### config.mk
export PLATFORM = sky130hd
export DESIGN_NAME = alu_fpga_seq
export DESIGN_NICKNAME = d
export VERILOG_FILES = /design/src/rtl/cpu_types_pkg.sv /design/src/rtl/fpga_disp_pkg.sv /design/src/rtl/alu_fpga_seq_key_debounce.sv /design/src/rtl/alu_fpga_seq.sv
export SDC_FILE = /design/constraint.sdc
export NUM_CORES = 1
export LEC_CHECK = 0
export CAP_MARGIN = 30
export CELL_PAD_IN_SITES_DETAIL_PLACEMENT = 1
export CELL_PAD_IN_SITES_GLOBAL_PLACEMENT = 2
export CORE_MARGIN = 2
export CORE_UTILIZATION = 25
export DETAILED_ROUTE_END_ITERATION = 6
export GPL_ROUTABILITY_DRIVEN = 0
export GPL_TIMING_DRIVEN = 0
export HOLD_SLACK_MARGIN = 0.06
export MAX_ROUTING_LAYER = met4
export PLACE_DENSITY_LB_ADDON = 0.05
export SETUP_SLACK_MARGIN = 0.15
export SLEW_MARGIN = 20
export SYNTH_ARGS = -nofsm -noshare
export SYNTH_HDL_FRONTEND = slang
export SYNTH_SLANG_ARGS = --single-unit
### constraint.sdc
create_clock -name CLK -period 3.61 [get_ports CLK]
set_input_delay 0.9025 -clock CLK [delete_from_list [all_inputs] [get_ports CLK]]
set_output_delay 0.9025 -clock CLK [all_outputs]
set_load 0.05 [all_outputs]
### src/rtl/cpu_types_pkg.sv
// -----------------------------------------------------------------------------
// cpu_types_pkg
// Shared CPU datapath types: the machine word and the ALU operation code that
// the datapath and the board harness both use.
// -----------------------------------------------------------------------------
package cpu_types_pkg;

    localparam int CPU_WORD_W = 32;

    typedef logic [CPU_WORD_W-1:0] word_t;

    // 4-bit ALU opcode; gaps in the encoding are reserved.
    typedef enum logic [3:0] {
        ALU_SLL  = 4'h0,
        ALU_SRL  = 4'h1,
        ALU_ADD  = 4'h2,
        ALU_SUB  = 4'h3,
        ALU_AND  = 4'h4,
        ALU_OR   = 4'h5,
        ALU_XOR  = 4'h6,
        ALU_NOR  = 4'h7,
        ALU_SLT  = 4'hA,
        ALU_SLTU = 4'hB
    } aluop_t;

endpackage

### src/rtl/fpga_disp_pkg.sv
// -----------------------------------------------------------------------------
// fpga_disp_pkg
// Types and helpers for the DE2 ALU harness: display page selector, sequencer
// state, and the active-low 7-segment hex encoder.
// -----------------------------------------------------------------------------
package fpga_disp_pkg;

    typedef enum logic [1:0] {
        RESULT = 2'd0,
        OPA    = 2'd1,
        OPB    = 2'd2,
        STATUS = 2'd3
    } page_t;

    typedef enum logic [1:0] {
        IDLE  = 2'd0,
        EXEC  = 2'd1,
        LATCH = 2'd2,
        SHOW  = 2'd3
    } seq_state_t;

    // All segments off (segments are active-low).
    localparam logic [6:0] SEG_BLANK = 7'h7F;

    // Nibble to DE2 segment pattern, bit order {g,f,e,d,c,b,a}, active-low.
    function automatic logic [6:0] hex2seg(input logic [3:0] nib);
        logic [6:0] seg;
        case (nib)
            4'h0:    seg = 7'h40;
            4'h1:    seg = 7'h79;
            4'h2:    seg = 7'h24;
            4'h3:    seg = 7'h30;
            4'h4:    seg = 7'h19;
            4'h5:    seg = 7'h12;
            4'h6:    seg = 7'h02;
            4'h7:    seg = 7'h78;
            4'h8:    seg = 7'h00;
            4'h9:    seg = 7'h10;
            4'hA:    seg = 7'h08;
            4'hB:    seg = 7'h03;
            4'hC:    seg = 7'h46;
            4'hD:    seg = 7'h21;
            4'hE:    seg = 7'h06;
            default: seg = 7'h0E;
        endcase
        return seg;
    endfunction

endpackage

### src/rtl/alu_fpga_seq_key_debounce.sv
// -----------------------------------------------------------------------------
// key_debounce
// Synchronises one raw active-low push-button and debounces it. The debounced
// level only changes after DEBOUNCE_CYCLES consecutive samples disagree with
// it, so presses and releases both need the full stable time, and any bounce
// restarts the count. One single-cycle pulse is emitted per accepted press.
//
// Ports
//   CLK    in   system clock
//   nRST   in   asynchronous active-low reset (key treated as released)
//   key_n  in   raw button, active-low, asynchronous to CLK
//   press  out  1-cycle pulse when a press is accepted
// -----------------------------------------------------------------------------
module key_debounce #(
    parameter int DEBOUNCE_CYCLES = 500000
) (
    input  logic CLK,
    input  logic nRST,
    input  logic key_n,
    output logic press
);

    localparam int CNT_W = (DEBOUNCE_CYCLES > 1) ? $clog2(DEBOUNCE_CYCLES) : 1;
    localparam logic [CNT_W-1:0] CNT_LAST = CNT_W'(DEBOUNCE_CYCLES - 1);

    logic             sync1;
    logic             sync2;
    logic             level;   // debounced key, 1 = released
    logic [CNT_W-1:0] cnt;     // consecutive samples differing from level

    always_ff @(posedge CLK or negedge nRST) begin
        if (!nRST) begin
            sync1 <= 1'b1;
            sync2 <= 1'b1;
            level <= 1'b1;
            cnt   <= '0;
            press <= 1'b0;
        end else begin
            // NOTE: non-blocking assignments make each flop sample the
            // pre-edge value, which is what turns sync1/sync2 into a chain.
            sync1 <= key_n;
            sync2 <= sync1;
            press <= 1'b0;
            if (sync2 == level) begin
                cnt <= '0;
            end else if (cnt == CNT_LAST) begin
                level <= sync2;
                cnt   <= '0;
                press <= ~sync2;   // only the falling (pressed) transition
            end else begin
                cnt <= cnt + 1'b1;
            end
        end
    end

endmodule

### src/rtl/alu_fpga_seq.sv
// -----------------------------------------------------------------------------
// alu_fpga_seq
// Board harness between DE2 pins and one ALU. Debounces KEY[3:0], loads the
// operands from the slide switches in half-word steps, sequences one ALU op
// per K2 press, registers result and flags, and drives a paged hex display.
//
// Ports
//   CLK, nRST                 clock / asynchronous active-low reset
//   key_n[3:0]                raw push-buttons (K0 load A, K1 load B,
//                             K2 execute, K3 next display page)
//   sw[17:0]                  slide switches (operand data, opcode)
//   aluop, porta, portb       drive the ALU
//   alu_out, alu_neg/ovf/zero ALU result and flags (combinational)
//   hex[NUM_DIGITS]           active-low 7-seg digits, hex[0] = LS digit
//   ledr[17:0]                status LEDs
// -----------------------------------------------------------------------------
module alu_fpga_seq
    import cpu_types_pkg::*;
    import fpga_disp_pkg::*;
#(
    parameter int  WORD_W          = 32,
    parameter int  DEBOUNCE_CYCLES = 500000,
    parameter int  BLANK_LZ        = 0,
    localparam int NUM_DIGITS      = WORD_W / 4
) (
    input  logic                       CLK,
    input  logic                       nRST,
    input  logic [3:0]                 key_n,
    input  logic [17:0]                sw,
    output aluop_t                     aluop,
    output logic [WORD_W-1:0]          porta,
    output logic [WORD_W-1:0]          portb,
    input  logic [WORD_W-1:0]          alu_out,
    input  logic                       alu_neg,
    input  logic                       alu_ovf,
    input  logic                       alu_zero,
    output logic [NUM_DIGITS-1:0][6:0] hex,
    output logic [17:0]                ledr
);

    logic [3:0]        press;
    logic              k0, k1, k2, k3;
    seq_state_t        state, state_nxt;
    page_t             page;
    logic [WORD_W-1:0] result;
    logic              a_vld, b_vld, err;
    logic              neg_q, ovf_q, zero_q;
    logic              do_load_a, do_load_b, do_exec, do_err;
    logic              busy;

    // ---------------- key inputs ----------------
    for (genvar k = 0; k < 4; k++) begin : g_key
        key_debounce #(
            .DEBOUNCE_CYCLES(DEBOUNCE_CYCLES)
        ) u_key (
            .CLK   (CLK),
            .nRST  (nRST),
            .key_n (key_n[k]),
            .press (press[k])
        );
    end

    // Simultaneous pulses: lowest key number wins, the rest are dropped.
    assign k0 = press[0];
    assign k1 = press[1] & ~press[0];
    assign k2 = press[2] & ~(|press[1:0]);
    assign k3 = press[3] & ~(|press[2:0]);

    // Switch-to-operand mapping. sw[17]=0 loads a sign-extended 17-bit value
    // (sw[16] is the sign); sw[17]=1 replaces bits 31:16 and keeps the low
    // half, with any bits above 31 following sw[15].
    function automatic logic [WORD_W-1:0] load_value(input logic [WORD_W-1:0] cur,
                                                     input logic [17:0]       s);
        logic [WORD_W-1:0] v;
        logic [15:0]       hi;
        v  = cur;
        hi = s[15:0];
        if (!s[17]) begin
            v[15:0] = s[15:0];
            for (int i = 16; i < WORD_W; i++) v[i] = s[16];
        end else begin
            for (int i = 16; i < WORD_W; i++) v[i] = (i < 32) ? hi[i % 16] : hi[15];
        end
        return v;
    endfunction

    // ---------------- sequencer ----------------
    always_ff @(posedge CLK or negedge nRST) begin
        if (!nRST) state <= IDLE;
        else       state <= state_nxt;
    end

    always_comb begin
        // NOTE: every output of this block gets a default first, so no path
        // leaves a signal unassigned and no latch is inferred.
        state_nxt = state;
        do_load_a = 1'b0;
        do_load_b = 1'b0;
        do_exec   = 1'b0;
        do_err    = 1'b0;
        unique case (state)
            IDLE, SHOW: begin
                if (k0) begin
                    do_load_a = 1'b1;
                    state_nxt = IDLE;
                end else if (k1) begin
                    do_load_b = 1'b1;
                    state_nxt = IDLE;
                end else if (k2) begin
                    if (a_vld && b_vld) begin
                        do_exec   = 1'b1;
                        state_nxt = EXEC;
                    end else begin
                        do_err = 1'b1;
                    end
                end
            end
            EXEC:    state_nxt = LATCH;   // ALU output settles this cycle
            LATCH:   state_nxt = SHOW;    // result captured at end of this cycle
            default: state_nxt = IDLE;
        endcase
    end

    // ---------------- datapath registers ----------------
    always_ff @(posedge CLK or negedge nRST) begin
        if (!nRST) begin
            porta  <= '0;
            portb  <= '0;
            result <= '0;
            aluop  <= ALU_SLL;            // encoding 4'h0
            a_vld  <= 1'b0;
            b_vld  <= 1'b0;
            err    <= 1'b0;
            neg_q  <= 1'b0;
            ovf_q  <= 1'b0;
            zero_q <= 1'b0;
            page   <= RESULT;
        end else begin
            if (do_load_a) begin
                porta <= load_value(porta, sw);
                a_vld <= 1'b1;
            end
            if (do_load_b) begin
                portb <= load_value(portb, sw);
                b_vld <= 1'b1;
            end
            if (do_exec) begin
                aluop <= aluop_t'(sw[3:0]);
                err   <= 1'b0;
            end else if (do_err) begin
                err <= 1'b1;              // sticky until a good execute
            end
            if (state == LATCH) begin
                result <= alu_out;
                neg_q  <= alu_neg;
                ovf_q  <= alu_ovf;
                zero_q <= alu_zero;
            end
            if (k3) page <= page_t'(page + 2'd1);
        end
    end

    // ---------------- display ----------------
    logic [NUM_DIGITS-1:0][6:0] disp_nxt;
    logic [WORD_W-1:0]          disp_val;
    logic                       lead;      // still inside leading zeros

    always_comb begin
        disp_nxt = {NUM_DIGITS{SEG_BLANK}};
        lead     = 1'b1;
        case (page)
            OPA:     disp_val = porta;
            OPB:     disp_val = portb;
            default: disp_val = result;
        endcase
        if (page == STATUS) begin
            disp_nxt[0] = hex2seg(aluop);
            disp_nxt[1] = hex2seg({1'b0, neg_q, ovf_q, zero_q});
        end else begin
            // Walk from the most significant digit so 'lead' drops at the
            // first non-zero nibble; digit 0 is always lit.
            for (int i = NUM_DIGITS - 1; i >= 0; i--) begin
                if (disp_val[4*i +: 4] != 4'h0) lead = 1'b0;
                if ((BLANK_LZ != 0) && lead && (i != 0)) disp_nxt[i] = SEG_BLANK;
                else                                     disp_nxt[i] = hex2seg(disp_val[4*i +: 4]);
            end
        end
    end

    always_ff @(posedge CLK or negedge nRST) begin
        if (!nRST) begin
            for (int i = 0; i < NUM_DIGITS; i++)
                hex[i] <= ((BLANK_LZ != 0) && (i != 0)) ? SEG_BLANK : hex2seg(4'h0);
        end else begin
            hex <= disp_nxt;
        end
    end

    // ---------------- status LEDs ----------------
    assign busy = (state == EXEC) || (state == LATCH);
    assign ledr = {7'b0, aluop, zero_q, ovf_q, neg_q, err, busy, b_vld, a_vld};

endmodule
Yosys cells after proc, flatten, opt, wreduce, memory -nomap -nowiden
Memory sizes are Yosys's and may differ from the RTL's.
Index checks and enable logic that the tools add are counted.
{"block": "word_totals", "regBits": 258, "latch_bits": 0, "ramBits": 0, "romBits": 1064, "output_inout_bits": 142, "n_memories": 10}
{"block": "op_classes", "add_sub_neg": 5, "mul": 0, "div": 0, "order_cmp": 0, "n_eq_ne": 16, "shifts": 0, "n_mux": 42, "bitwise_logic": 15, "n_reduce_logical": 14}
{"name": "(name not given)", "depth": 16, "width": 7, "rd": 1, "rd_clocked_by_memory_dff": 0, "wr": 0, "line": "fpga_disp_pkg.sv:28", "source": "case (nib)"}
{"name": "(name not given)", "depth": 16, "width": 7, "rd": 1, "rd_clocked_by_memory_dff": 0, "wr": 0, "line": "fpga_disp_pkg.sv:28"}
{"name": "(name not given)", "depth": 16, "width": 7, "rd": 1, "rd_clocked_by_memory_dff": 0, "wr": 0, "line": "fpga_disp_pkg.sv:28"}
{"name": "(name not given)", "depth": 16, "width": 7, "rd": 1, "rd_clocked_by_memory_dff": 0, "wr": 0, "line": "fpga_disp_pkg.sv:28"}
{"name": "(name not given)", "depth": 16, "width": 7, "rd": 1, "rd_clocked_by_memory_dff": 0, "wr": 0, "line": "fpga_disp_pkg.sv:28"}
{"name": "(name not given)", "depth": 16, "width": 7, "rd": 1, "rd_clocked_by_memory_dff": 0, "wr": 0, "line": "fpga_disp_pkg.sv:28"}
{"name": "4 more memories"}
{"operator": "$mux W19", "n": 8}
{"operator": "$add A19 B1 Y19 const B", "n": 4}
{"operator": "$eq A19 B19 Y1 const B", "n": 4}
{"operator": "$pmux W32 S2", "n": 1}
{"operator": "$mux W42", "n": 1}
{"operator": "$mux W1", "n": 25}
{"operator": "$mux W16", "n": 1}
{"operator": "$mux W14", "n": 1}
{"operator": "$reduce_and A2 Y1", "n": 7}
{"operator": "$not A1 Y1", "n": 12}
{"operator": "$eq A2 B2 Y1 const B", "n": 4}
{"operator": "$mux W2", "n": 4}
{"operator": "$ne A4 B3 Y1 const B", "n": 2}
{"operator": "$pmux W2 S3", "n": 1}
{"operator": "$eq A1 B1 Y1", "n": 4}
{"operator": "$eq A2 B1 Y1 const B", "n": 2}
{"operator": "$reduce_or A2 Y1", "n": 2}
{"operator": "$and A1 B1 Y1", "n": 3}
{"operator": "$reduce_or A3 Y1", "n": 1}
{"operator": "$add A2 B1 Y2 const B", "n": 1}
{"operator": "$logic_not A2 Y1", "n": 1}
{"operator": "$reduce_bool A2 Y1", "n": 1}
{"operator": "$logic_and A1 B1 Y1", "n": 1}
{"operator": "$logic_or A1 B1 Y1", "n": 1}

Longest topological paths before layout
{"block": "depth", "depth_word": 9, "depth_mapped": 12, "mapped_depth_nobuf": 10}

Hierarchy
Synthesis repeated with hierarchy kept, for this count alone.
{"block": "unflattened", "hier_cells": 1317, "hier_area_um2": 13869.6}
{"mod": "alu_fpga_seq", "n_inst": 1, "cells_per_inst": 886, "area_per_inst_um2": 9312.7}
{"mod": "key_debounce at g_key[1].u_key ...", "n_inst": 2, "cells_per_inst": 106, "area_per_inst_um2": 1138.6}
{"mod": "key_debounce at g_key[3].u_key", "n_inst": 1, "cells_per_inst": 109, "area_per_inst_um2": 1157.4}
{"mod": "key_debounce at g_key[0].u_key", "n_inst": 1, "cells_per_inst": 110, "area_per_inst_um2": 1122.3}

Least setup slack after synthesis
No wires, ideal clock.
{"block": "synth_path", "path_kind": "register to register", "startpoint": "register page[0]", "endpoint": "register hex[8] in the netlist's numbering", "arrival_time_ps": 2617, "slack_ps": 903, "stages_incl_launch_ff": 12, "path_buffers": 2, "synth_period_minus_slack_ps": 2707, "cell_sequence": "dfrtp_1 > inv_1 > ha_1 > clkbuf_1 > clkbuf_1 > a22oi_1 > o21ai_0 > inv_1 > ha_1 > inv_1 > or3_1 > o221ai_1"}
{"element": "start: declaration", "line": "alu_fpga_seq.sv:44", "source": "page_t page;"}
{"element": "start signal: assignment", "line": "alu_fpga_seq.sv:159", "source": "if (k3) page <= page_t'(page + 2'd1);"}
{"element": "end signal: indexed assignment", "line": "alu_fpga_seq.sv:193", "source": "hex[i] <= ((BLANK_LZ != 0) && (i != 0)) ? SEG_BLANK : hex2seg(4'h0);"}
{"element": "end signal: assignment", "line": "alu_fpga_seq.sv:195", "source": "hex <= disp_nxt;"}
{"element": "end: declaration", "line": "alu_fpga_seq.sv:37", "source": "output logic [NUM_DIGITS-1:0][6:0] hex,"}

==> results_dict.tcl <==
set metrics [dict create \
    synth-edff-count 0 \
    synth_warnings 0 \
    synth_top_area_share_pct 44.3 \
    crit_fanout 10 \
    mostFrequentLayoutCells "dfrtp_1, clkdlybuf4s50_1, nor2_1" \
    power.leakage_nw 7.55 \
    fill_cells 5851 \
    io_buffers 192 \
    synth_ff_type "dfrtp_1" \
    grt_pass1_wl_mm 73.9 \
    worst_slew_pin_slew_ns 1.01 \
    drc 0 \
    htree_levels 2 \
    wl_mm 48.8 \
    synth.largest_area_cell "dfrtp_1" \
    vdd_drop_max_v 0.000247 \
    coreArea_um2 52900 \
    cts.sinks 258 \
    fmax_mhz 305 \
    preCtsSetupSlack_ns -0.452 \
    ys_seq_area_share_pct 48.3 \
    period_share_pct 90.8 \
    critPathArrivalTime_ns 3.71 \
    overflow 0 \
    postCtsSetupRepairBufs 0 \
    insertion_delay_ns 0.54 \
    ctsResizeCount 12 \
    clock_power_share_pct 51.3 \
    hp-class "in2async" \
    drt_iter0_markers 454 \
    dieArea_um2 55600 \
    p_int_mw 5.19 \
    grt_use_total_pct 18.0 \
    status "complete, no violations" \
    slew_viol_final 0 \
    cts_buffer_depth 3 \
    areaGrowthSynthToFinish_pct 30.9 \
    netlist_top_cells_area "dfrtp_1, ha_1, mux2_2" \
    powerDensity_nw_per_um2 387 \
    grt_pass1_vias 11400 \
    rsz0062_at_grt "false" \
    critPathLaunchType "flip-flop" \
    hold_violations 0 \
    ys_types 61 \
    async_reset_ff_share_pct 100 \
    numCtsBuffers 35 \
    drv_cap 0 \
    relSlewSlack_pct 32.7 \
    dpl.hpwl_mm 35.6 \
    wire_per_inst_um 21.7 \
    die_h_um 236 \
    period_needed_ns 3.28 \
    combPwrFrac_pct 5.2 \
    synth_seq_cells 258 \
    ant_nets 0 \
    io_pins 201 \
    path_class "reg2reg" \
    mostFrequentLayoutCell "dfrtp_1" \
    clockRootBuffer "clkbuf_16" \
    final_layout_size_suffix_gt1_share_pct 13.9 \
    power_switching_mw 1.61 \
    die_w_um 236 \
    switching_share_pct 23.7 \
    syn_area_per_cell_um2 10.4 \
    viasPerCell 4.81 \
    holdBufCountCts 0 \
    drt-pass1-iter-count 4 \
    antenna_found_initial 2 \
    cts_tree "built" \
    setup-tns-final_ns 0 \
    setup_viol 0 \
    endpoint_kind "flip-flop" \
    fin_nets 1666 \
    vias 10800 \
    grt_max_degree 90 \
    skew_ns 0.0125 \
    start_util_pct 25.4 \
    r2r_setup_slack_ns 0.33 \
    synthesis.area_um2 13400 \
    finalWorstSetupSlack_ns 0.333 \
    seq_power_share_pct 43.5 \
    synthCells 1287 \
    clk_pin_slew_ns 0.06 \
    rows 84 \
    crit_required_ns 4.04 \
]
[cells by family after synthesis]
group,synth area share [%]
simple gates,13.7
compound gates,13.1
flops,48.3
buf+inv,4.33
mux,10.2
fa+ha+maj,6.80
xor+xnor,3.52
other cells,0.0279
[path summary, 6_finish.rpt]
| check | from | endpoint | cells after the start |
|---|---|---|---|
| setup / recovery | page[1] | hex[8] | 11 |
| hold / removal | nRST | hex[51] | 1 |
| setup reg to reg | page[1] | hex[8] | 11 |
| hold reg to reg | g_key[1].u_key.sync1 | g_key[1].u_key.sync2 | 0 |
| max in group asynchronous | nRST | g_key[1].u_key.level | 3 |
| min in group CLK | g_key[1].u_key.sync1 | g_key[1].u_key.sync2 | 0 |
[synth_stat cells (14+ instances only)]
cell type,number
nor3_1,14
clkbuf_1,48
dfstp_2,20
a22oi_1,21
or3_1,17
ha_1,73
a32oi_1,14
dfrtp_1,238
buf_4,19
mux2_2,80
a31oi_1,26
nand4_1,19
nand2_1,87
a21oi_1,54
o21ai_0,74
nor2_1,107
nand3_1,38
nor4_1,18
mux2i_1,45
xnor2_1,32
or4_1,14
o21a_1,16
xor2_1,22
inv_1,52
[state kept, by name, indices dropped and copies added, names as in the netlist, 2 cells and up]
signal,count
g_key.u_key.cnt,76
hex,56
porta,32
portb,32
result,32
aluop,4
g_key.u_key.level,4
g_key.u_key.press,4
g_key.u_key.sync1,4
g_key.u_key.sync2,4
page,2
state,2
[power by group through the flow]
stage	clock network (mW)	logic, mW	registers (mW)
6_report	3.49	0.356	2.96
5_1_grt	3.74	0.390	2.96
4_1_cts	3.63	0.367	2.96
3_5_place_dp	0	0.366	3.01
3_3_place_gp	0	0.353	3.01
2_1_floorplan	0	0.110	3.04
[layer usage]
metal | part of all wire [%] | track usage (%) | up-vias
met3 | 4.2 | 3.44 | 66
li1 | - | - | 5071
met1 | 46 | 22.8 | 5489
met4 | 2.5 | 5.67 | 0
met2 | 48 | 29.1 | 177
met5 | 0 | - | -
[cell type report]
class | instances | area [um2] | share of cell area [%]
tap | 688 | 861 | 4.90
buffer | 81 | 399 | 2.27
antenna | 1 | 2.50 | 0.0142
inverter | 52 | 195 | 1.11
timing repair buffer | 204 | 2090 | 11.9
clock inverter | 3 | 15.0 | 0.0854
multi-input combinational | 902 | 6400 | 36.4
clock buffer | 58 | 1130 | 6.46
sequential | 258 | 6480 | 36.9
[worst max-delay path, cell delays in order (launching register included)]
cell      delay [ns]
dfrtp_1         0.41
inv_1           0.09
ha_1            0.32
buf_2           0.40
buf_4           0.32
a22oi_1         0.16
o21ai_2         0.32
inv_1           0.16
ha_1            0.30
inv_1           0.06
or3_1           0.37
o221ai_1        0.25
[through the flow]
step	power [mW]	hold slack [ns]	util, %	instance area [um2]	instances
2_1_floorplan	3.15	0.345	-	13500	1293
3_3_place_gp	3.36	0.346	30.7	16200	2173
3_5_place_dp	3.37	0.348	31.0	16400	2182
4_1_cts	6.95	0.206	33.2	17500	2243
5_1_grt	7.09	0.224	33.3	17600	2247
6_report	6.80	0.230	33.3	17600	2247
(Power assumes the default switching activity.)
